===== config.mk =====
export PLATFORM = sky130hd
export DESIGN_NAME = instr_encoder
export DESIGN_NICKNAME = d
export VERILOG_FILES = /design/src/rtl/rv32_isa_pkg.sv /design/src/rtl/instr_encoder_imm_pack.sv /design/src/rtl/instr_encoder.sv
export SDC_FILE = /design/constraint.sdc
export NUM_CORES = 1
export LEC_CHECK = 0
export ABC_CLOCK_PERIOD_IN_PS = 4100
export CORE_MARGIN = 3
export CORE_UTILIZATION = 44
export DETAILED_ROUTE_END_ITERATION = 7
export PLACE_DENSITY_LB_ADDON = 0.1
export REMOVE_ABC_BUFFERS = 1
export SLEW_MARGIN = 0
export SYNTH_ARGS = -nofsm -noshare
export SYNTH_HDL_FRONTEND = slang
export SYNTH_SLANG_ARGS = --single-unit

===== constraint.sdc =====
create_clock -name clk_i -period 4.1 [get_ports clk_i]
set_input_delay 0.615 -clock clk_i [delete_from_list [all_inputs] [get_ports clk_i]]
set_output_delay 0.615 -clock clk_i [all_outputs]
set_load 0.02 [all_outputs]

===== src/rtl/rv32_isa_pkg.sv =====
// Shared RV32I encoding constants: major opcodes, instruction formats,
// encoder error codes and immediate range limits.
package rv32_isa_pkg;

  // Major opcodes, i.e. opcode[6:2]; opcode[1:0] is always 2'b11 for RV32I.
  localparam logic [4:0] OPC_LOAD   = 5'b00000;
  localparam logic [4:0] OPC_OP_IMM = 5'b00100;
  localparam logic [4:0] OPC_STORE  = 5'b01000;
  localparam logic [4:0] OPC_OP     = 5'b01100;
  localparam logic [4:0] OPC_BRANCH = 5'b11000;
  localparam logic [4:0] OPC_JALR   = 5'b11001;
  localparam logic [4:0] OPC_JAL    = 5'b11011;

  typedef enum logic [2:0] {
    FMT_R = 3'd0,
    FMT_I = 3'd1,
    FMT_S = 3'd2,
    FMT_B = 3'd3,
    FMT_J = 3'd4
  } fmt_e;

  typedef enum logic [1:0] {
    ERR_NONE  = 2'd0,
    ERR_RANGE = 2'd1,
    ERR_ALIGN = 2'd2,
    ERR_FMT   = 2'd3
  } err_e;

  localparam int IMM12_MIN = -2048;
  localparam int IMM12_MAX = 2047;
  localparam int IMM_B_MIN = -4096;
  localparam int IMM_B_MAX = 4094;
  localparam int IMM_J_MIN = -1048576;
  localparam int IMM_J_MAX = 1048574;

endpackage


===== src/rtl/instr_encoder_imm_pack.sv =====
// Combinational RV32I field packer: places registers, functs and the
// immediate per format and flags illegal format / misaligned / out-of-range.
module imm_pack
  import rv32_isa_pkg::*;
(
  input  logic [2:0]  fmt_i,
  input  logic [6:0]  opcode_i,
  input  logic [4:0]  rd_i,
  input  logic [4:0]  rs1_i,
  input  logic [4:0]  rs2_i,
  input  logic [2:0]  funct3_i,
  input  logic [6:0]  funct7_i,
  input  logic [31:0] imm_i,
  output logic [31:0] instr_o,
  output logic [1:0]  err_code_o
);

  logic signed [31:0] imm_s;
  logic signed [31:0] lo;
  logic signed [31:0] hi;
  logic               legal;
  logic               need_align;

  assign imm_s = $signed(imm_i);

  always_comb begin
    instr_o    = '0;
    lo         = '0;
    hi         = '0;
    legal      = 1'b1;
    need_align = 1'b0;
    case (fmt_i)
      FMT_R: begin
        instr_o = {funct7_i, rs2_i, rs1_i, funct3_i, rd_i, opcode_i};
      end
      FMT_I: begin
        instr_o = {imm_i[11:0], rs1_i, funct3_i, rd_i, opcode_i};
        lo      = IMM12_MIN;
        hi      = IMM12_MAX;
      end
      FMT_S: begin
        instr_o = {imm_i[11:5], rs2_i, rs1_i, funct3_i, imm_i[4:0], opcode_i};
        lo      = IMM12_MIN;
        hi      = IMM12_MAX;
      end
      FMT_B: begin
        instr_o    = {imm_i[12], imm_i[10:5], rs2_i, rs1_i, funct3_i,
                      imm_i[4:1], imm_i[11], opcode_i};
        lo         = IMM_B_MIN;
        hi         = IMM_B_MAX;
        need_align = 1'b1;
      end
      FMT_J: begin
        instr_o    = {imm_i[20], imm_i[10:1], imm_i[11], imm_i[19:12],
                      rd_i, opcode_i};
        lo         = IMM_J_MIN;
        hi         = IMM_J_MAX;
        need_align = 1'b1;
      end
      default: legal = 1'b0;
    endcase
  end

  // R-format has lo == hi == 0 and skips the range check entirely.
  always_comb begin
    err_code_o = ERR_NONE;
    if (!legal) begin
      err_code_o = ERR_FMT;
    end else if (need_align && imm_i[0]) begin
      err_code_o = ERR_ALIGN;
    end else if (fmt_i != FMT_R && (imm_s < lo || imm_s > hi)) begin
      err_code_o = ERR_RANGE;
    end
  end

endmodule


===== src/rtl/instr_encoder.sv =====
// RV32I instruction encoder: packs decoded fields into 32-bit words and
// streams them to instruction memory at sequential word addresses.
module instr_encoder
  import rv32_isa_pkg::*;
#(
  parameter int unsigned ADDR_W = 32,
  parameter int unsigned CNT_W  = 16
) (
  input  logic              clk_i,
  input  logic              rst_n_i,
  input  logic              start_i,
  input  logic [ADDR_W-1:0] start_addr_i,
  input  logic              req_valid_i,
  output logic              req_ready_o,
  input  logic [2:0]        fmt_i,
  input  logic [6:0]        opcode_i,
  input  logic [4:0]        rd_i,
  input  logic [4:0]        rs1_i,
  input  logic [4:0]        rs2_i,
  input  logic [2:0]        funct3_i,
  input  logic [6:0]        funct7_i,
  input  logic [31:0]       imm_i,
  output logic              wr_valid_o,
  input  logic              wr_ready_i,
  output logic [ADDR_W-1:0] wr_addr_o,
  output logic [31:0]       wr_data_o,
  output logic              err_o,
  output logic [1:0]        err_code_o,
  output logic [CNT_W-1:0]  count_o
);

  logic [31:0]       pack_instr;
  logic [1:0]        pack_err;
  logic              accept;
  logic              wr_hs;

  logic              wr_valid_q, wr_valid_d;
  logic [ADDR_W-1:0] wr_addr_q,  wr_addr_d;
  logic [31:0]       wr_data_q,  wr_data_d;
  logic              err_q,      err_d;
  logic [1:0]        err_code_q, err_code_d;
  logic [CNT_W-1:0]  count_q,    count_d;

  imm_pack u_imm_pack (
    .fmt_i      (fmt_i),
    .opcode_i   (opcode_i),
    .rd_i       (rd_i),
    .rs1_i      (rs1_i),
    .rs2_i      (rs2_i),
    .funct3_i   (funct3_i),
    .funct7_i   (funct7_i),
    .imm_i      (imm_i),
    .instr_o    (pack_instr),
    .err_code_o (pack_err)
  );

  assign req_ready_o = !start_i && (!wr_valid_q || wr_ready_i);
  assign accept      = req_valid_i && req_ready_o;
  assign wr_hs       = wr_valid_q && wr_ready_i;

  // wr_addr_q is the address of the word currently held (or next to be held);
  // it advances only on a completed handshake.
  always_comb begin
    wr_valid_d = wr_valid_q;
    wr_addr_d  = wr_addr_q;
    wr_data_d  = wr_data_q;
    count_d    = count_q;
    err_d      = 1'b0;
    err_code_d = ERR_NONE;
    if (start_i) begin
      wr_valid_d = 1'b0;
      wr_addr_d  = start_addr_i & ~ADDR_W'(3);
      count_d    = '0;
    end else begin
      if (wr_hs) begin
        wr_valid_d = 1'b0;
        wr_addr_d  = wr_addr_q + ADDR_W'(4);
        count_d    = (count_q == '1) ? count_q : count_q + CNT_W'(1);
      end
      if (accept) begin
        if (pack_err != ERR_NONE) begin
          err_d      = 1'b1;
          err_code_d = pack_err;
        end else begin
          wr_valid_d = 1'b1;
          wr_data_d  = pack_instr;
        end
      end
    end
  end

  always_ff @(posedge clk_i or negedge rst_n_i) begin
    if (!rst_n_i) begin
      wr_valid_q <= 1'b0;
      wr_addr_q  <= '0;
      wr_data_q  <= '0;
      err_q      <= 1'b0;
      err_code_q <= '0;
      count_q    <= '0;
    end else begin
      wr_valid_q <= wr_valid_d;
      wr_addr_q  <= wr_addr_d;
      wr_data_q  <= wr_data_d;
      err_q      <= err_d;
      err_code_q <= err_code_d;
      count_q    <= count_d;
    end
  end

  assign wr_valid_o = wr_valid_q;
  assign wr_addr_o  = wr_addr_q;
  assign wr_data_o  = wr_data_q;
  assign err_o      = err_q;
  assign err_code_o = err_code_q;
  assign count_o    = count_q;

endmodule


Yosys cells after proc, flatten, opt, wreduce, memory -nomap -nowiden --
Index checks and enable logic that the tools add are counted.
Word-level totals: word-level logic and storage cells 59, bits in registers 84
Operators by class: equal/unequal tests 6, muxes and demuxes 23, $lt $le $gt $ge 2, bitwise gates (word level) 2, add/sub/neg operators 2, reduce and logical (&&, ||, !) cells 18
Operators by type and width (number):
- case mux 32 bit (5 select lines) | 1
- case mux 32 bit (3 select lines) | 1
- 2-to-1 mux 32 bit | 2
- case mux 20 bit (3 select lines) | 1
- 2-to-1 mux 16 bit | 3
- adder 32 x 3 -> 32 bit (second input constant) | 1
- greater-than comparator 32 x 21 -> 1 bit | 1
- < comparator 32 bit | 1
- adder 16 x 1 -> 16 bit (second input constant) | 1
- equality test 16 bit (second input constant) | 1
- 2-to-1 mux 1 bit | 10
- 2-to-1 mux 2 bit | 5
- equality test 3 x 2 -> 1 bit (second input constant) | 2
- logical AND 1 bit | 5
- OR reduction 5 bit | 1
- nonzero test 2 bit | 2
- OR reduction 2 bit | 2
- equality test 3 x 1 -> 1 bit (second input constant) | 1
- equality test 3 bit (second input constant) | 1
- zero test 3 bit | 1
- AND reduction 3 bit | 1
- nonzero test 3 bit | 1
- zero test 1 bit | 2
- logical OR 1 bit | 2
- 3 further kinds | 4

Logic depth before layout (Yosys ltp) --
Gate-level depths: netlist (run 1).
depth in word-level cells 13, mapped depth 15, mapped depth without buffers 12

Cells and area by module --
A second synthesis (run 1) with hierarchy kept.
Second synthesis, totals: cells, all modules 621, area, all modules 5764.3 um^2
By module, submodules not included:
- instr_encoder | area an instance 4113.9 um^2, instances 1, cells each 391
- imm_pack | area an instance 1650.3 um^2, instances 1, cells each 230

Least setup slack after synthesis (run 1) --
OpenSTA, ideal clock, no wires.
path type input-to-reg, from in fmt_i[0], to reg wr_data_q[0] (netlist: wr_data_o[0]), stages on the path 15, setup time 0.125 ns, slack -1.386 ns, arrival time 5.361 ns, cell sequence buf_1 nor2_1 clkbuf_1 nand2_1 inv_1 nor3_1 ha_1 nand4_1 nor4_1 nand4_1 o211ai_1 o221ai_2 a211oi_4 buf_6 mux2_2
On the way: cells in the longest elaborated chain, start to end 12, elaborated cells on any way between the ends 25, classes of those cells order compare (2); eq/ne (4); mux (8); bitwise (1); reduce/logical (10)
Ends and longest elaborated chain:
- start, declared | line instr_encoder.sv:15 | input logic [2:0] fmt_i,
- equality test 3 x 1 -> 1 bit / equality test 3 x 2 -> 1 bit (equally long branches) | line instr_encoder_imm_pack.sv:32 | case (fmt_i)
- OR reduction 2 bit (no source line)
- case mux 32 bit (3 select lines) / case mux 20 bit (3 select lines) (equally long branches) | line instr_encoder_imm_pack.sv:32
- < comparator 32 bit / greater-than comparator 32 x 21 -> 1 bit (equally long branches) | line instr_encoder_imm_pack.sv:71 | end else if (fmt_i != FMT_R && (imm_s < lo || imm_s > hi)) begin
- logical OR 1 bit | line instr_encoder_imm_pack.sv:71
- logical AND 1 bit | line instr_encoder_imm_pack.sv:71
- 2-to-1 mux 1 bit | line instr_encoder_imm_pack.sv:71
- 2-to-1 mux 2 bit | line instr_encoder_imm_pack.sv:69 | end else if (need_align && imm_i[0]) begin
- 2-to-1 mux 2 bit | line instr_encoder_imm_pack.sv:67 | if (!legal) begin
- nonzero test 2 bit | line instr_encoder.sv:81 | if (pack_err != ERR_NONE) begin
- NOT 1 bit (no source line)
- AND reduction 3 bit (no source line)
- end signal, assigned | line instr_encoder.sv:103 | wr_data_q <= wr_data_d;
- end, declared | line instr_encoder.sv:39 | logic [31:0] wr_data_q, wr_data_d;
Several ways; a longest one is shown, not always the timed one. A chain may end at the register's enable or synchronous reset.

Final worst setup path (run 1) --
from in fmt_i[1], to reg wr_data_q[0] (netlist: wr_data_o[0])
Same word-level chain as after synthesis.

==> results of run 1 <==
==> where the power goes <==
part / switching, mW / internal, mW / leakage (nW)
Clock: 0.345 / 0.414 / 0.130
Sequential: 0.0908 / 0.947 / 1.04
Combinational: 0.480 / 0.535 / 2.12
==> layout make-up <==
cell class / count / area, sq um / area share [%]
well taps: 143 / 178.9 / 2.264
clock inverters: 7 / 52.55 / 0.6649
multi-input cells: 445 / 3159 / 39.97
clock buffers: 9 / 225.2 / 2.849
flip-flops and latches: 82 / 2052 / 25.96
repair buffers: 225 / 2187 / 27.67
inverters: 13 / 48.80 / 0.6174
==> cells by family (layout without fill, tap and decap cells) <==
| family | after synthesis | count (layout) | synth area share, % |
|---|---|---|---|
| AND/OR/NAND/NOR | 195 | 195 | 17.76 |
| AO/OA/AOI/OAI | 120 | 120 | 14.33 |
| flip-flops | 82 | 82 | 38.47 |
| adder cells (fa/ha/maj) | 50 | 50 | 11.73 |
| XOR/XNOR | 40 | 40 | 6.568 |
| buffers and inverters | 39 | 254 | 3.331 |
| multiplexers | 38 | 38 | 7.741 |
| other | 1 | 2 | 0.07031 |
==> synth_stat cells, types with 2 or more instances <==
| cell type | instances |
|---|---|
| dfrtp_1 | 82 |
| nand2_1 | 65 |
| ha_1 | 50 |
| o21ai_0 | 50 |
| nor2_1 | 42 |
| a21oi_1 | 30 |
| mux2_2 | 25 |
| xnor2_1 | 23 |
| nand3_1 | 22 |
| clkbuf_1 | 19 |
| nand4_1 | 19 |
| xor2_1 | 17 |
| inv_1 | 12 |
| mux2i_1 | 12 |
| nor3_1 | 7 |
| a221o_1 | 6 |
| and2_1 | 6 |
| and4_1 | 6 |
| o22a_1 | 6 |
| and3_1 | 5 |
| or3_1 | 5 |
| a211oi_1 | 4 |
| a21o_1 | 4 |
| a32o_1 | 4 |
| nor4_1 | 4 |
| buf_6 | 3 |
| nand2b_1 | 3 |
| o211ai_1 | 3 |
| a2111oi_0 | 2 |
| a211o_1 | 2 |
| buf_4 | 2 |
| nor2b_1 | 2 |
| nor3b_1 | 2 |
| or4_1 | 2 |
==> registers in the layout, indices dropped and copies added, names as in the netlist <==
name        flops
wr_addr_o      30
err_o           1
wr_data_o      32
count_o        16
err_code_o      2
wr_valid_o      1
==> metrics by stage <==
stage                     power [mW]  area (sq um)  setup WS, ns  hold WS (ns)
after floorplan                1.502          5209        -1.535        0.3194
after global placement         2.021          7512       -0.4040        0.4697
after detailed placement       2.055          7512       -0.4666        0.4787
after CTS                      2.832          7814      0.001070        0.4926
after global routing           2.977          7904        0.1739        0.5146
final                          2.812          7904        0.3790        0.4218
==> worst register-to-register path, cell delays in order, from the launching register on <==
cell	delay (ns)
dfrtp_1	0.44
and4_1	0.28
and4_1	0.24
a21oi_1	0.47
nand4_1	0.45
nor3_1	0.35
xnor2_1	0.17
nor2_1	0.06
==> timing repair <==
action | CTS | global route
setup endpoints to repair | 28 | 33
resized for setup | 3 | 10
hold buffers | 0 | 0
gates cloned | 0 | 1
pin swaps | 1 | 5
setup buffers | 1 | 3
==> worst max-delay path by stage <==
stage	startpoint	end	slack [ns]	depth (start not counted)
4_1_cts	fmt_i[1]	wr_data_o[0]	0.001	16
2_1_floorplan	fmt_i[1]	wr_data_o[0]	-1.54	12
5_1_grt	fmt_i[1]	wr_data_o[26]	0.17	17
3_3_place_gp	fmt_i[1]	wr_data_o[18]	-0.40	16
6_report	fmt_i[1]	wr_data_o[0]	0.38	14
3_5_place_dp	fmt_i[1]	wr_data_o[0]	-0.47	16
==> per-layer routing <==
layer	vias to the layer above	GRT usage, %	part of all wire [%]
met4	0	7.115	1.7
met2	170	36.79	47
met5	-	0	0
met1	2387	30.32	44
met3	21	5.751	7.1
li1	2465	-	-
==> results.ini, run 1 <==
[synthesis]
synth-async-reset-ratio_pct = 100.0
synth_area_per_cell_sq_um = 9.440
syn-instance-count = 565
netlist_area_sq_mm = 0.005334
synth_ff_type = dfrtp_1
synth_edf_count = 0
ys_seq_area_share_pct = 38.47
yosysTopAreaCellShare_pct = 38.47
ys_seq_elements = 82
yosysWarningCount = 0
synthTopCellsByArea = dfrtp_1, ha_1, mux2_2
yosys.area.top_type = dfrtp_1
synth_cell_types = 53

[critical_path]
cp_common_cell = buf_4
crit_path_cell_trace = dlymetal6s2s_1 > nor2_2 > nand2_1 > buf_4 > ha_1 > a211oi_1 > nor2_1 > or4b_1 > nor4_2 > o221ai_2 > a211oi_4 > buf_4 > buf_12 > mux2_2
worst_setup_path_start_kind = input port
cp-end-kind = flop
worst-path-max-fanout = 9
critPathTopFamily = simple AND/OR/NAND/NOR gates
arrival_ns = 3.94
r2r_start = count_o[3]
required_ns = 4.32
regToRegEndpoint = count_o[15]
slowest_stage = or4b_1
crit_buf_inv = 4
ff2ff_path_depth = 7
critical_path.max_stage_delay_ns = 0.49
r2r_slack_ns = 1.51
criticalPathCategory = input port to flop

[cells_and_area]
layout_common_cells = clkdlybuf4s50_1, dfrtp_1, nand2_1
post-route-util_pct = 68.06
final_common_cell = clkdlybuf4s50_1
antenna_cells = 0
num-fill-cells = 960
fin_nets = 930
stdcell_count = 924
area_growth_pct = 48.18
drive_gt1_share_pct = 12.29

[floorplan]
die_area_sq_mm = 0.01348
core_sq_mm = 0.01161
row_count = 39
io_pins = 189
die_h_um = 116.1
initial_core_util_pct = 45.93
chipWidth_um = 116.1

[timing]
tightestPinTransition_ns = 1.085
rsz0062_at_grt = false
finalSetupViolations = 0
drv_slew = 0
finalSetupTns_ns = 0
relSlewSlack_pct = 27.64
hold_viol = 0
fin_crit_ns = 3.721
finClkSkew_ns = 0.007448
timing.fmax_mhz = 268.7
post-route-period-util_pct = 90.76

[grt]
antenna_found_initial = 0
grt_overflow = 0
grt_pass1_vias = 5009
track_usage_pct = 22.81
grt_max_degree = 83
grt_pass1_wl_mm = 24.56

[clocking]
cts-root-buf = clkbuf_16
cts.sinks = 82
clockBufferDepth = 2
clk_pin_slew_ns = 0.06
worstSkewPairLatency_ns = 0.34
htree_num_levels = 3
cts_tree = yes
cts_made_buffers = 9

[placed_design]
port_buffers = 184
post-place-cells = 903
dp_hpwl_mm = 11.60
place_congestion = 0.8447

[routing]
drt_wl_total_mm = 15.28
post-route-drc-count = 0
vias = 5043
post_drt_via_cell_ratio = 5.458
drt-initial-drc-count = 349
dr.pass1.iters = 5
postRouteAntennaNets = 0
wl_per_cell_um = 16.53

[power]
ir_drop_uv = 295.4
p_leak_nw = 3.292
p_per_area_mw_per_mm2 = 355.8

[flow_run]
maxCapViolCount = 0

[status]
status = completed

[min_path]
holdCritPathClass = input port to asynchronous set/reset pin

Note: power is estimated with default switching activity, not from simulation.
==> run 2, diff against run 1 <==
--- a/config.mk
+++ b/config.mk
@@ -14,4 +14,5 @@
 export SLEW_MARGIN = 0
 export SYNTH_ARGS = -nofsm -noshare
 export SYNTH_HDL_FRONTEND = slang
+export SYNTH_HIERARCHICAL = 1
 export SYNTH_SLANG_ARGS = --single-unit
==> results.ini, run 2 <==
[placed_design]
place_congestion = 0.8546  ; was 0.8447
place_ws_ns = -0.2077  ; was -0.4666 ns
placed_cell_area_sq_mm = 0.007880  ; was 0.007512 sq mm
dp_hpwl_mm = 12.78  ; was 11.60 mm
port_buffers = 184  ; unchanged

[timing]
finalSetupTns_ns = 0  ; unchanged
layout_setup_ws_ns = 0.2530  ; was 0.3790 ns
tightestPinTransition_ns = 0.8828  ; was 1.085 ns
timing.fmax_mhz = 259.9  ; was 268.7 MHz
hold_viol = 0  ; unchanged
finalSetupViolations = 0  ; unchanged
finClkSkew_ns = 0.01075  ; was 0.007448 ns
drv_slew = 0  ; unchanged
fin_crit_ns = 3.847  ; was 3.721 ns
relSlewSlack_pct = 41.14  ; was 27.64%
post-route-period-util_pct = 93.83  ; was 90.76%

[floorplan]
core_sq_mm = 0.01272  ; was 0.01161 sq mm
row_count = 41  ; was 39
die_h_um = 120.5  ; was 116.1 um
io_pins = 189  ; unchanged
chipWidth_um = 120.5  ; was 116.1 um
die_area_sq_mm = 0.01451  ; was 0.01348 sq mm
initial_core_util_pct = 45.31  ; was 45.93%

[routing]
post-route-drc-count = 0  ; unchanged
drt_wl_total_mm = 16.73  ; was 15.28 mm
postRouteAntennaNets = 0  ; unchanged
vias = 5620  ; was 5043
drt-initial-drc-count = 395  ; was 349
dr.pass1.iters = 6  ; was 5
post_drt_via_cell_ratio = 5.677  ; was 5.458
wl_per_cell_um = 16.90  ; was 16.53 um

[grt]
grtUsageMet1_pct = 30.58  ; was 30.32%
grt_max_degree = 69  ; was 83
grtUsageMet2_pct = 38.04  ; was 36.79%
busiest_layer = met2  ; unchanged
grt_pass1_wl_mm = 27.70  ; was 24.56 mm
track_usage_pct = 23.48  ; was 22.81%
antenna_found_initial = 0  ; unchanged
grt_overflow = 0  ; unchanged
grt_pass1_vias = 5689  ; was 5009
use_met3_pct = 5.753  ; was 5.751%

[synthesis]
synth_area_per_cell_sq_um = 9.282  ; was 9.440 sq um
synth_ff_type = dfrtp_1  ; unchanged
yosysTopAreaCellShare_pct = 35.60  ; was 38.47%
ys_seq_elements = 82  ; unchanged
ys_seq_area_share_pct = 35.60  ; was 38.47%
syn-instance-count = 621  ; was 565
netlist_area_sq_mm = 0.005764  ; was 0.005334 sq mm
yosysMostFrequentCell = dfrtp_1  ; unchanged
yosys.area.top_type = dfrtp_1  ; unchanged
synthTopCellsByArea = dfrtp_1, ha_1, mux2_2  ; unchanged
yosysWarningCount = 6  ; was 0
synth-async-reset-ratio_pct = 100.0  ; unchanged
synth_cell_types = 62  ; was 53
synth_edf_count = 0  ; unchanged
synthTopCellsByCount = dfrtp_1, nand2_1, ha_1, nor2_1, o21ai_0  ; was dfrtp_1, nand2_1, ha_1, o21ai_0, nor2_1

[clocking]
clockBufferDepth = 2  ; unchanged
hold_buffers = 0  ; unchanged
htree_num_levels = 3  ; unchanged
cts_made_buffers = 9  ; unchanged
cts_tree = yes  ; unchanged
cts.sinks = 82  ; unchanged
clk_pin_slew_ns = 0.06  ; about the same
cts-root-buf = clkbuf_16  ; unchanged
worstSkewPairLatency_ns = 0.35  ; was 0.34 ns

[power]
pwr-share-comb_pct = 35.2  ; was 36.1%
p_leak_nw = 3.356  ; was 3.292 nW
p_sw_share_pct = 33.09  ; was 32.58%
clkPwrFrac_pct = 27.8  ; was 27.0%
switchingPower_mw = 0.9269  ; was 0.9161 mW
p_per_area_mw_per_mm2 = 343.0  ; was 355.8 mW/mm^2
pwr-share-seq_pct = 37.0  ; was 36.9%
power.internal_mw = 1.874  ; was 1.896 mW
ir_drop_uv = 213.3  ; was 295.4 uV

[status]
status = completed  ; unchanged

[cells_and_area]
antenna_cells = 0  ; unchanged
drive_gt1_share_pct = 11.74  ; was 12.29%
layout_common_cells = clkdlybuf4s50_1, dfrtp_1, nand2_1  ; unchanged
area_growth_pct = 41.68  ; was 48.18%
final_area_sq_mm = 0.008167  ; was 0.007904 sq mm
final_common_cell = clkdlybuf4s50_1  ; unchanged
fin_nets = 967  ; was 930
largest_register_ffs = 32  ; unchanged

[critical_path]
arrival_ns = 4.07  ; was 3.94 ns
required_ns = 4.32  ; about the same
cp-end-kind = flop  ; unchanged
r2r_start = wr_addr_o[3]  ; was count_o[3]
worst-path-max-fanout = 17  ; was 9
worst_setup_path_start_kind = input port  ; unchanged
criticalPathCategory = input port to flop  ; unchanged
cp-startpoint = fmt_i[0]  ; was fmt_i[1]

[flow_run]
maxCapViolCount = 0  ; unchanged

[min_path]
holdCritPathClass = input port to asynchronous set/reset pin  ; unchanged

## run 2: logic make-up (layout without fill, tap and decap cells)
logic type      Yosys count  in the layout  synth area share (%)
simple gates            238            238                 22.57
compound gates          144            144                 15.93
flops                    82             82                 35.60
fa+ha+maj                50             50                 10.85
mux                      50             50                 9.573
buf+inv                  45            241                 3.733
xor+xnor                 11             11                 1.672
other cells               1              2               0.06506
## run 2: what timing repair did
| item | in CTS | in global routing |
|---|---|---|
| setup buffers | 0 | 0 |
| gates resized for setup | 0 | 3 |
| endpoints found under the hold margin | 0 | 0 |
| endpoints found under the setup margin | 0 | 32 |
## run 2: power groups by stage
stage,sequential [mW],clock [mW],combinational [mW]
6_report,1.04,0.780,0.985
5_1_grt,1.06,0.833,1.06
4_1_cts,1.04,0.797,0.993
3_5_place_dp,1.05,0,0.987
3_3_place_gp,1.04,0,0.964
2_1_floorplan,1.20,0,0.287
## run 2: worst paths after layout
check	end	slack [ns]	cells after the start
setup / recovery	wr_data_o[10]	0.25	17
hold / removal	wr_data_o[17]	0.38	1
setup reg to reg	wr_addr_o[28]	1.93	5
hold reg to reg	wr_data_o[28]	0.49	1
max in group asynchronous	wr_addr_o[4]	2.94	2
min in group clk_i	wr_data_o[28]	0.49	1
## run 2: stage by stage
step	power [mW]	utilization, %	cells	hold WS (ns)
after detailed placement	2.039	61.94	974	0.4851
final	2.801	64.19	990	0.3795
after global routing	2.955	64.19	990	0.4539
after floorplan	1.491	-	587	0.3194
after CTS	2.828	64.13	990	0.4271
after global placement	2.009	61.94	974	0.4767
## run 2: layout make-up
class / count / area, sq um
Fill cell: 1112 / 4556
Tap cell: 172 / 215.2
Clock inverter: 6 / 50.05
Sequential cell: 82 / 2052
Multi-Input combinational cell: 495 / 3511
Clock buffer: 10 / 229.0
Inverter: 10 / 37.54
Timing Repair Buffer: 215 / 2072
## run 2: worst max-delay path: stages
cell	delay [ns]
clkdlybuf4s50_1	0.44
buf_4	0.17
xnor2_1	0.13
nor2_1	0.13
nor2b_1	0.06
buf_4	0.17
ha_1	0.30
nand4_1	0.13
or3_1	0.39
nor4_1	0.25
or4b_1	0.14
a41oi_1	0.04
a211o_1	0.33
nor2_2	0.13
nand3_2	0.09
buf_4	0.22
mux2_1	0.33
## run 2: routing by layer
metal,wire length [um],share of wire (%)
met3,1367,8.2
met1,7080,42
met2,7875,47
met5,0,0
met4,408,2.4
==> run 3, diff against run 2 <==
--- a/config.mk
+++ b/config.mk
@@ -10,9 +10,9 @@
 export CORE_UTILIZATION = 44
 export DETAILED_ROUTE_END_ITERATION = 7
 export PLACE_DENSITY_LB_ADDON = 0.1
-export REMOVE_ABC_BUFFERS = 1
 export SLEW_MARGIN = 0
 export SYNTH_ARGS = -nofsm -noshare
 export SYNTH_HDL_FRONTEND = slang
 export SYNTH_HIERARCHICAL = 1
 export SYNTH_SLANG_ARGS = --single-unit
+export TNS_END_PERCENT = 1
==> results.ini, run 3 (synthesized netlist as in run 2, its figures left out) <==
[cells_and_area]
fin_nets = 968  ; was 967
antenna_cells = 0  ; unchanged
final_common_cell = clkdlybuf4s50_1  ; unchanged
area_growth_pct = 43.15  ; was 41.68%
drive_gt1_share_pct = 12.70  ; was 11.74%
layout_common_cells = clkdlybuf4s50_1, dfrtp_1, nand2_1  ; unchanged
stdcell_count = 991  ; was 990
largest_register_ffs = 32  ; unchanged

[clocking]
clk_pin_slew_ns = 0.06  ; about the same
htree_num_levels = 3  ; unchanged
cts_tree = yes  ; unchanged
worstSkewPairLatency_ns = 0.35  ; about the same
clockBufferDepth = 2  ; unchanged
cts-root-buf = clkbuf_16  ; unchanged
cts_made_buffers = 9  ; unchanged
hold_buffers = 0  ; unchanged
cts.sinks = 82  ; unchanged

[floorplan]
row_count = 41  ; unchanged
die_area_sq_mm = 0.01451  ; unchanged
die_h_um = 120.5  ; unchanged
io_pins = 189  ; unchanged
initial_core_util_pct = 45.31  ; unchanged
chipWidth_um = 120.5  ; unchanged
core_sq_mm = 0.01272  ; unchanged

[grt]
grt_pass1_vias = 5487  ; was 5689
grt_max_degree = 57  ; was 69
track_usage_pct = 23.78  ; was 23.48%
grt_overflow = 0  ; unchanged
grt_pass1_wl_mm = 27.73  ; was 27.70 mm
antenna_found_initial = 0  ; unchanged

[routing]
postRouteAntennaNets = 0  ; unchanged
dr.pass1.iters = 5  ; was 6
vias = 5634  ; was 5620
drt_wl_total_mm = 17.28  ; was 16.73 mm
wl_per_cell_um = 17.44  ; was 16.90 um
post_drt_via_cell_ratio = 5.685  ; was 5.677
post-route-drc-count = 0  ; unchanged
drt-initial-drc-count = 336  ; was 395

[power]
p_leak_nw = 3.377  ; was 3.356 nW
ir_drop_uv = 212.5  ; was 213.3 uV
p_per_area_mw_per_mm2 = 349.9  ; was 343.0 mW/mm^2
power.internal_mw = 1.983  ; was 1.874 mW
pwr-share-comb_pct = 34.3  ; was 35.2%
pwr-share-seq_pct = 35.8  ; was 37.0%
switchingPower_mw = 0.9040  ; was 0.9269 mW
clkPwrFrac_pct = 30.0  ; was 27.8%
p_sw_share_pct = 31.31  ; was 33.09%

[timing]
post-route-period-util_pct = 94.56  ; was 93.83%
finalSetupViolations = 0  ; unchanged
hold-worst-slack_ns = 0.3417  ; was 0.3795 ns
fin_crit_ns = 3.877  ; was 3.847 ns
drv_slew = 0  ; unchanged
rsz0062_at_grt = false
finClkSkew_ns = 0.005006  ; was 0.01075 ns
hold_viol = 0  ; unchanged
timing.fmax_mhz = 257.9  ; was 259.9 MHz
tightestPinTransition_ns = 0.7736  ; was 0.8828 ns
relSlewSlack_pct = 48.23  ; was 41.14%
finalSetupTns_ns = 0  ; unchanged

[min_path]
holdCritPathClass = input port to asynchronous set/reset pin  ; unchanged

[flow_run]
maxCapViolCount = 0  ; unchanged

[status]
status = completed  ; unchanged

[placed_design]
dp_hpwl_mm = 12.89  ; was 12.78 mm
port_buffers = 184  ; unchanged
post-place-cells = 973  ; was 974
place_congestion = 0.8671  ; was 0.8546

[critical_path]
criticalPathCategory = input port to flop  ; unchanged
ff2ff_path_depth = 5  ; unchanged
worst-path-max-fanout = 32  ; was 17
arrival_ns = 4.10  ; was 4.07 ns
worst_setup_path_start_kind = input port  ; unchanged
required_ns = 4.32  ; about the same
cp-end-kind = flop  ; unchanged

==> run 3: layout make-up <==
cell class                      count  area (sq um)
Clock buffer                       13         270.3
Clock inverter                      3         46.29
Fill cell                        1088          4471
Inverter                           10         37.54
Multi-Input combinational cell    495          3543
Sequential cell                    82          2052
Tap cell                          172         215.2
Timing Repair Buffer              216          2087
==> run 3: final timing paths <==
kind                               startpoint       endpoint  slack [ns]
worst max-delay path                 fmt_i[0]  wr_data_o[28]        0.22
worst min register to register  wr_data_o[10]  wr_data_o[10]        0.49
worst max register to register   wr_addr_o[3]  wr_addr_o[30]        1.93
max in group asynchronous             rst_n_i  wr_addr_o[11]        2.88
worst min-delay path                  rst_n_i   wr_data_o[8]        0.34
min in group clk_i              wr_data_o[10]  wr_data_o[10]        0.49
==> run 3: per-layer routing <==
| layer | vias up | global-route usage [%] | part of all wire, % |
|---|---|---|---|
| li1 | 2714 | - | - |
| met1 | 2711 | 31.33 | 44 |
| met2 | 192 | 40.10 | 48 |
| met3 | 17 | 3.882 | 5.5 |
| met4 | 0 | 7.578 | 1.7 |
| met5 | - | 0 | 0 |
==> run 3: metrics by stage <==
stage	power, mW	util [%]	setup WS, ns	instance area, sq um
floorplan	1.513	-	0.01601	5778
global placement	2.006	62.04	-0.1102	7893
detailed placement	2.034	62.04	-0.1948	7893
CTS	2.907	64.53	0.1499	8209
global route	3.023	64.86	0.01711	8252
finish	2.887	64.86	0.2232	8252
==> run 3: what timing repair did <==
action	CTS	global route
gates resized for setup	0	6
endpoints found under the setup margin	0	32
buffers inserted	0	2
==> run 3: power by group through the flow <==
stage	combinational (mW)	sequential (mW)	clock, mW
2_1_floorplan	0.309	1.20	0
3_3_place_gp	0.966	1.04	0
3_5_place_dp	0.987	1.05	0
4_1_cts	0.992	1.03	0.882
5_1_grt	1.06	1.05	0.910
6_report	0.990	1.03	0.865
==> run 3: worst max-delay path, cell delays in order <==
cell,delay [ns]
clkdlybuf4s50_1,0.50
nor2_2,0.19
nand2_1,0.11
inv_2,0.09
a21oi_2,0.04
nor2b_4,0.15
buf_4,0.14
ha_1,0.28
nand4_1,0.08
or3_1,0.35
nor4_2,0.26
or4b_1,0.13
a41oi_1,0.04
a211o_1,0.33
nor2_2,0.12
nand3_2,0.11
buf_12,0.20
mux2_1,0.32
